$ cat config.mk
export PLATFORM = sky130hd
export DESIGN_NAME = id_ex_stage
export DESIGN_NICKNAME = d
export VERILOG_FILES = /design/src/rtl/pipe_pkg.sv /design/src/rtl/id_ex_stage_load_use_detect.sv /design/src/rtl/id_ex_stage.sv
export SDC_FILE = /design/constraint.sdc
export NUM_CORES = 1
export LEC_CHECK = 0
export CORE_AREA = 2 2 162 164
export CTS_BUF_LIST = sky130_fd_sc_hd__clkbuf_16
export DETAILED_ROUTE_END_ITERATION = 8
export DIE_AREA = 0 0 164 166
export GPL_TIMING_DRIVEN = 0
export PLACE_DENSITY = 0.7
export SETUP_SLACK_MARGIN = 0.3
export SYNTH_ARGS = -nofsm -noshare
export SYNTH_HDL_FRONTEND = slang
export SYNTH_SLANG_ARGS = --single-unit
$ cat constraint.sdc
create_clock -name clk -period 2.3 [get_ports clk]
set_input_delay 0.575 -clock clk [delete_from_list [all_inputs] [get_ports clk]]
set_output_delay 0.575 -clock clk [all_outputs]
set_load 0.05 [all_outputs]
$ cat src/rtl/pipe_pkg.sv
// Shared types and constants for the ID/EX pipeline register and its hazard logic.
package pipe_pkg;

    localparam int PIPE_XLEN = 32;
    localparam int ALU_OP_W  = 4;
    localparam logic [4:0] REG_ZERO = 5'd0;

    typedef struct packed {
        logic                 valid;
        logic [PIPE_XLEN-1:0] pc;
        logic [4:0]           rs1;
        logic [4:0]           rs2;
        logic [4:0]           rd;
        logic [PIPE_XLEN-1:0] rs1_data;
        logic [PIPE_XLEN-1:0] rs2_data;
        logic [PIPE_XLEN-1:0] imm;
        logic [ALU_OP_W-1:0]  alu_op;
        logic                 alu_src;
        logic                 reg_wr;
        logic                 mem_rd;
        logic                 mem_wr;
    } idex_t;

    // A bubble is all-zero so rd/rs fields can never match in forwarding and nothing writes.
    localparam idex_t BUBBLE = '0;

endpackage

$ cat src/rtl/id_ex_stage_load_use_detect.sv
// Combinational load-use hazard compare between the load in EX and the instruction in ID.
module load_use_detect (
    input  logic       ex_valid,
    input  logic       ex_mem_rd,
    input  logic [4:0] ex_rd,
    input  logic       id_valid,
    input  logic       id_uses_rs1,
    input  logic [4:0] id_rs1,
    input  logic       id_uses_rs2,
    input  logic [4:0] id_rs2,
    output logic       load_use
);
    import pipe_pkg::*;

    logic rs1_hit;
    logic rs2_hit;

    assign rs1_hit  = id_uses_rs1 && (id_rs1 == ex_rd);
    assign rs2_hit  = id_uses_rs2 && (id_rs2 == ex_rd);
    assign load_use = ex_valid && ex_mem_rd && (ex_rd != REG_ZERO) && id_valid && (rs1_hit || rs2_hit);

endmodule

$ cat src/rtl/id_ex_stage.sv
// ID/EX pipeline register: bubbles on load-use and flush, freezes on hold, captures write-back data.
module id_ex_stage #(
    parameter int XLEN     = 32,
    parameter int ALU_OP_W = 4,
    parameter int CNT_W    = 32
) (
    input  logic                clk,
    input  logic                rst,
    input  logic                id_valid,
    input  logic [XLEN-1:0]     id_pc,
    input  logic [4:0]          id_rs1,
    input  logic [4:0]          id_rs2,
    input  logic [4:0]          id_rd,
    input  logic                id_uses_rs1,
    input  logic                id_uses_rs2,
    input  logic [XLEN-1:0]     id_rs1_data,
    input  logic [XLEN-1:0]     id_rs2_data,
    input  logic [XLEN-1:0]     id_imm,
    input  logic [ALU_OP_W-1:0] id_alu_op,
    input  logic                id_alu_src,
    input  logic                id_reg_wr,
    input  logic                id_mem_rd,
    input  logic                id_mem_wr,
    input  logic                wb_reg_wr,
    input  logic [4:0]          wb_rd,
    input  logic [XLEN-1:0]     wb_data,
    input  logic                flush,
    input  logic                hold,
    output logic                ex_valid,
    output logic [XLEN-1:0]     ex_pc,
    output logic [4:0]          ex_rs1,
    output logic [4:0]          ex_rs2,
    output logic [4:0]          ex_rd,
    output logic [XLEN-1:0]     ex_rs1_data,
    output logic [XLEN-1:0]     ex_rs2_data,
    output logic [XLEN-1:0]     ex_imm,
    output logic [ALU_OP_W-1:0] ex_alu_op,
    output logic                ex_alu_src,
    output logic                ex_reg_wr,
    output logic                ex_mem_rd,
    output logic                ex_mem_wr,
    output logic                stall_if_id,
    output logic [CNT_W-1:0]    stall_count,
    output logic [CNT_W-1:0]    flush_count
);
    import pipe_pkg::*;

    localparam logic [CNT_W-1:0] CNT_MAX = {CNT_W{1'b1}};

    idex_t cur;
    idex_t loaded;
    logic  flush_pending;
    logic  flush_eff;
    logic  load_use;

    assign flush_eff = flush | flush_pending;

    load_use_detect u_load_use_detect (
        .ex_valid    (cur.valid),
        .ex_mem_rd   (cur.mem_rd),
        .ex_rd       (cur.rd),
        .id_valid    (id_valid),
        .id_uses_rs1 (id_uses_rs1),
        .id_rs1      (id_rs1),
        .id_uses_rs2 (id_uses_rs2),
        .id_rs2      (id_rs2),
        .load_use    (load_use)
    );

    // A register written back this very cycle is not yet visible in the file read data.
    always_comb begin
        loaded          = BUBBLE;
        loaded.valid    = id_valid;
        loaded.pc       = id_pc;
        loaded.rs1      = id_rs1;
        loaded.rs2      = id_rs2;
        loaded.rd       = id_rd;
        loaded.rs1_data = (wb_reg_wr && (wb_rd != REG_ZERO) && (wb_rd == id_rs1)) ? wb_data : id_rs1_data;
        loaded.rs2_data = (wb_reg_wr && (wb_rd != REG_ZERO) && (wb_rd == id_rs2)) ? wb_data : id_rs2_data;
        loaded.imm      = id_imm;
        loaded.alu_op   = id_alu_op;
        loaded.alu_src  = id_alu_src;
        loaded.reg_wr   = id_reg_wr;
        loaded.mem_rd   = id_mem_rd;
        loaded.mem_wr   = id_mem_wr;
    end

    assign stall_if_id = hold | (load_use & ~flush_eff);

    // A flush arriving during hold is remembered and applied once the hold releases.
    always_ff @(posedge clk) begin
        if (rst) begin
            cur           <= BUBBLE;
            flush_pending <= 1'b0;
            stall_count   <= '0;
            flush_count   <= '0;
        end else if (hold) begin
            if (flush) begin
                flush_pending <= 1'b1;
            end
        end else if (flush_eff) begin
            cur           <= BUBBLE;
            flush_pending <= 1'b0;
            if (flush_count != CNT_MAX) begin
                flush_count <= flush_count + CNT_W'(1);
            end
        end else if (load_use) begin
            cur <= BUBBLE;
            if (stall_count != CNT_MAX) begin
                stall_count <= stall_count + CNT_W'(1);
            end
        end else begin
            cur <= loaded;
        end
    end

    assign ex_valid    = cur.valid;
    assign ex_pc       = cur.pc;
    assign ex_rs1      = cur.rs1;
    assign ex_rs2      = cur.rs2;
    assign ex_rd       = cur.rd;
    assign ex_rs1_data = cur.rs1_data;
    assign ex_rs2_data = cur.rs2_data;
    assign ex_imm      = cur.imm;
    assign ex_alu_op   = cur.alu_op;
    assign ex_alu_src  = cur.alu_src;
    assign ex_reg_wr   = cur.reg_wr;
    assign ex_mem_rd   = cur.mem_rd;
    assign ex_mem_wr   = cur.mem_wr;

endmodule

Yosys cells after proc, flatten, opt, wreduce, memory -nomap -nowiden:

Cells that the tools add are included.

* bits of input ports: 196
* register bits: 217
* logic and storage cells: 53

* add/subtract/negate cells: 2
* multiplexer cells: 7
* eq/ne operators: 7
* bitwise operators: 5
* reductions and logical operators: 16

Operator list (number)
* 152-bit 2-to-1 mux: 2
* 32-bit by 1-bit adder with 32-bit output (second input constant): 2
* 32-bit 2-to-1 mux: 2
* 32-bit inequality test (second input constant): 2
* 5-bit == test: 4
* 5-bit nonzero test: 2
* 1-bit logical AND: 9
* 4-bit AND reduction: 1
* 1-bit 2-to-1 mux: 3
* 3-bit AND reduction: 1
* 2-bit inequality test (second input constant): 1
* 1-bit NOT: 2
* 1-bit bitwise OR: 2
* 2-bit AND reduction: 1
* 2-bit nonzero test: 1
* 1-bit AND: 1
* 1-bit logical OR: 1

Logic depth before layout (Yosys ltp):

* word-level depth: 6
* gate-level depth with buffers: 9
* mapped depth without buffers: 7

Modules after synthesis:

From an unflattened synthesis, not the netlist that was laid out.

* cells, all modules: 922
* area, all modules: 8909.8 um^2

By module, submodules not included
* id_ex_stage: cells each 905, times used 1, sequential area each 4344.2 um^2, area an instance 8778.4 um^2
* load_use_detect: cells each 17, times used 1, sequential area each 0.0 um^2, area an instance 131.4 um^2

Least setup slack after synthesis:

Ideal clock, no wire load.

* kind: register to register
* start: reg stall_count[11]
* end: reg stall_count[20]
* clock period less this slack: 2.482 ns
* setup slack: -0.182 ns
* path buffers: 2
* cell stages (with the launch flop): 9
* arrival time: 2.367 ns
* cells stage by stage: dfxtp_1 > and4_2 > nand4_4 > or4_4 > nand3_4 > buf_6 > buf_6 > nor3_1 > o21ba_1

* cells in the longest elaborated chain, start to end: 2
* elaborated cells between the ends (all ways): 3
* classes of those cells: add/sub: 1; eq/ne: 1; reduce/logical: 1

Ends and longest elaborated chain
* start, declared: RTL line id_ex_stage.sv:43 `output logic [CNT_W-1:0] stall_count,`
* start signal, assigned: RTL line id_ex_stage.sv:110 `stall_count <= stall_count + CNT_W'(1);`
* branches (longest 2 deep; another with 32-bit by 1-bit adder with 32-bit output)

Parallel ways; which one is timed is not known.
A chain may end at the register's enable or synchronous reset.

Worst setup path in the final report:

* start: in id_rs1[4]
* end: out stall_if_id

* cells in the longest elaborated chain, start to end: 6

Ends and longest elaborated chain
* start, declared: RTL line id_ex_stage.sv:11 `input logic [4:0] id_rs1,`
* 5-bit == test: RTL line id_ex_stage_load_use_detect.sv:18 `assign rs1_hit = id_uses_rs1 && (id_rs1 == ex_rd);`
* 1-bit logical AND: RTL line id_ex_stage_load_use_detect.sv:18
* 1-bit logical OR: RTL line id_ex_stage_load_use_detect.sv:20 `assign load_use = ex_valid && ex_mem_rd && (ex_rd != REG_ZERO) && id_valid && (rs1_hit || rs2_hit);`
* 1-bit logical AND: RTL line id_ex_stage_load_use_detect.sv:20
* 1-bit AND: RTL line id_ex_stage.sv:88 `assign stall_if_id = hold | (load_use & ~flush_eff);`
* 1-bit bitwise OR: RTL line id_ex_stage.sv:88
* end, declared: RTL line id_ex_stage.sv:42 `output logic stall_if_id,`

No other way between the ends.

==> summary.txt <==
Layout
  – Layout cells sized above 1: between 30% and 40%
  – Fill count: ~2.1k
  – Synthesis-to-layout area growth: 84.6%
  – Nets: 1622
  – Fin util: ~64%
  – Non-Filler Instances: ~1.8k

Power
  – Clock Power Share: 43.2%
  – Final Total Pwr: 9.39 mW
  – Power per cell area: ~570 nW/um^2
  – Sequential share of power: just over 40%
  – Switching power: 2.53 mW
  – Worst VDD drop: approximately 0.48 mV
  – Leakage power: between 6 and 7 nW
  – Comb pwr share: about 15%
  – Sw Share: a little over a quarter
  – Internal: between 6 and 7 mW

Clock tree
  – CTS root buffer: clkbuf_16
  – TritonCTS clock tree: yes
  – Hold-fix buffers, CTS: 0
  – Clock slew at reported path FFs: approximately 0.06 ns
  – Clk Latency, worst-skew pair: 0.52 ns
  – Clock Path Buffers: 3
  – H-tree levels: 1
  – TritonCTS Buffers: 25
  – CTS Sinks: ~220

Setup path
  – Maximum fanout along the worst path: 3
  – Worst Path Required: between 1.5 and 2 ns
  – Setup crit end kind: output pin
  – Critical path launch point type: input pin
  – Data arrival, critical path: 1.87 ns
  – WS Path Type: in2out

Global route
  – Initial antenna violation count: 6
  – Tot GR Track Use: about 25%
  – Largest net degree at the start of global routing: 14
  – GR Overflow Total: 0
  – First-pass GRT wire length: approximately 52000 um
  – Vias in the first global route: slightly above 9k

Timing
  – Tmin final: 2.45 ns
  – Final hold vios: 0
  – F_max: between 400 and 500 MHz
  – RSZ-0062 raised after global routing: true
  – Tcrit/Tclk final: 106%
  – Rel. slew slack: a little over half
  – Setup_tns: -0.233 ns
  – Max Clock Skew: between 0.009 and 0.01 ns
  – PnR worst setup slack: -0.146 ns
  – Pins Over Slew Limit: 0
  – Endpoints failing setup: 4
  – Worst Tran Pin Value: between 0.6 and 0.7 ns

Synth
  – Synthesized flop and latch total: around 220
  – Complex-gate fraction of the synthesized area: between 10% and 20%
  – Post-synth top area cell: dfxtp_1
  – Post-synth top cells: dfxtp_1 (217), nand2_1 (89), a22o_1 (88)
  – Mapped Nets: roughly 1.1k
  – Synth top area share: between 40 and 50%
  – Synth Flop Type: dfxtp_1
  – Cell variety after synth: 53
  – Post-Synth XOR/XNOR Area: under 10%
  – Adder-Cell Fraction of Synth Area: less than 1%
  – Most common cell in the synthesized netlist: dfxtp_1
  – Avg Inst Size Synth: slightly below 10 um^2
  – Synth warn: 0
  – Mux cell area share after synthesis: about 8%
  – Synth Area in Simple Gates: 17.3%
  – Mapped Area: just under 9000 um^2
  – Main combinational cell family by area after synthesis: compound AO/OA/AOI/OAI gates
  – Syn Inst Count: 899
  – Top post-synthesis cells by area: dfxtp_1 (49%), a22o_1 (8.7%), mux2i_1 (7.4%)
  – Sequential-to-total area share from yosys stat: about half
  – Ys async rst share: 0%
  – Post-synth EDFFs: 0

Die
  – Initial Util: approximately a third
  – Chip height: 166 um
  – # rows: 59
  – Core ar.: roughly 26000 um^2
  – Die X: ~160 um
  – Die Area: around 27000 um^2
  – # IOs: between 400 and 500

Placed design
  – Buffers on Ports: between 400 and 500
  – DP Wirelength: between 20000 and 30000 um
  – Dpl cells: around 1.6k
  – Final Wtd Congestion: 0.932

Route
  – DRT Pass-1 Iters: 5
  – Vias post-DR: slightly above 9k
  – Total Wirelength: around 36000 um
  – WL/cell: just over 20 um
  – Via density: 5.23
  – Residual DRC: 0
  – First DRT Iteration DRCs: 510
  – Final ANT Viol Nets: 0

Run status
  – Failing checks: setup timing
  – Status: finished with violations

Hold path
  – Worst hold-check path type: in2reg

Flow run
  – Max-cap viol count: 0
==> through the flow <==
stage / cell area (um^2) / hold slack (ns) / setup slack, ns
global placement: 13700 / 0.435 / -1.35
CTS: 15400 / 0.439 / -0.0887
detailed placement: 13700 / 0.442 / -1.35
global route: 16400 / 0.390 / -0.195
floorplan: 9120 / 0.499 / 0.0960
finish: 16400 / 0.401 / -0.146
==> power by group through the flow <==
stage / clock network (mW) / registers, mW / logic [mW]
floorplan: 0 / 4.33 / 0.270
CTS: 4.11 / 3.88 / 1.33
finish: 4.06 / 3.89 / 1.45
detailed placement: 0 / 3.97 / 1.31
global placement: 0 / 3.97 / 1.30
global route: 4.28 / 3.90 / 1.52
==> layout by cell type, fill, tap and decap left out, types with 9 or more instances in the layout <==
master           instances
a21oi_1                 21
a21oi_2                  9
a22o_1                  88
buf_4                   46
buf_6                   27
buf_8                   15
clkbuf_1                22
clkbuf_16               41
clkdlybuf4s15_1         47
clkdlybuf4s15_2         55
clkdlybuf4s50_1        177
dfxtp_1                153
dfxtp_2                 20
dfxtp_4                 44
dlygate4sd2_1          126
mux2i_1                 60
nand2_1                 87
nand3_1                 29
nand4_1                 21
nor2_1                  36
o21ai_0                  9
o21ai_1                 17
o21ai_2                 60
or3_1                   24
xnor2_1                 17
xor2_1                  25
==> kinds of logic after synthesis <==
group	Yosys count
multiplexers	70
adder cells (fa/ha/maj)	2
AND/OR/NAND/NOR	279
AO/OA/AOI/OAI	224
XOR/XNOR	47
flip-flops	217
buffers and inverters	60
==> area by class of cell <==
cell class              count  area, um^2  share of cell area [%]
repair buffers            496        5050                    30.8
clock buffers              26         651                    3.97
multi-input cells         624        4970                    30.3
plain buffers              56         571                    3.48
diodes                      4        10.0                  0.0611
clock inverters            19         178                    1.08
flip-flops and latches    217        4530                    27.7
well taps                 335         419                    2.56
inverters                   4        15.0                  0.0916
==> layer usage <==
layer / vias to the layer above / wire (um) / track usage [%]
met5: - / 11 / 0
met4: 2 / 1180 / 8.16
met3: 78 / 2410 / 5.77
met2: 328 / 18200 / 42.4
met1: 4533 / 14400 / 30.0
li1: 4371 / - / -
==> timing repair <==
item                       CTS  global route
pin swaps                   74           130
buffers inserted            45            20
gates cloned                 6            16
gates resized for setup    562           180
setup endpoints to repair  420           297
==> flip-flops by register name, summed over array words and instances, names as in the netlist <==
register,count
ex_alu_op,4
flush_pending,1
ex_rd,5
ex_valid,1
ex_pc,32
ex_rs2_data,32
ex_rs1,5
ex_alu_src,1
stall_count,32
ex_rs2,5
flush_count,32
ex_rs1_data,32
ex_mem_wr,1
ex_mem_rd,1
ex_reg_wr,1
ex_imm,32
==> worst paths after layout <==
| path | cells past startpoint | end | from | slack (ns) |
|---|---|---|---|---|
| max | 7 | stall_if_id | id_rs1[4] | -0.15 |
| min | 2 | ex_rs1[1] | id_rs1[1] | 0.40 |
| max reg2reg | 10 | stall_count[14] | ex_rd[1] | -0.02 |
| min reg2reg | 2 | ex_rs1_data[20] | ex_rs1_data[20] | 0.44 |
==> critical path: stages <==
cell and delay (ns):
dlygate4sd2_1 0.31, xnor2_2 0.17, nand4_1 0.17, o22ai_4 0.21
and2_4 0.18, a21o_4 0.12, buf_12 0.13
No activity file was read; power rests on OpenSTA's default activity.
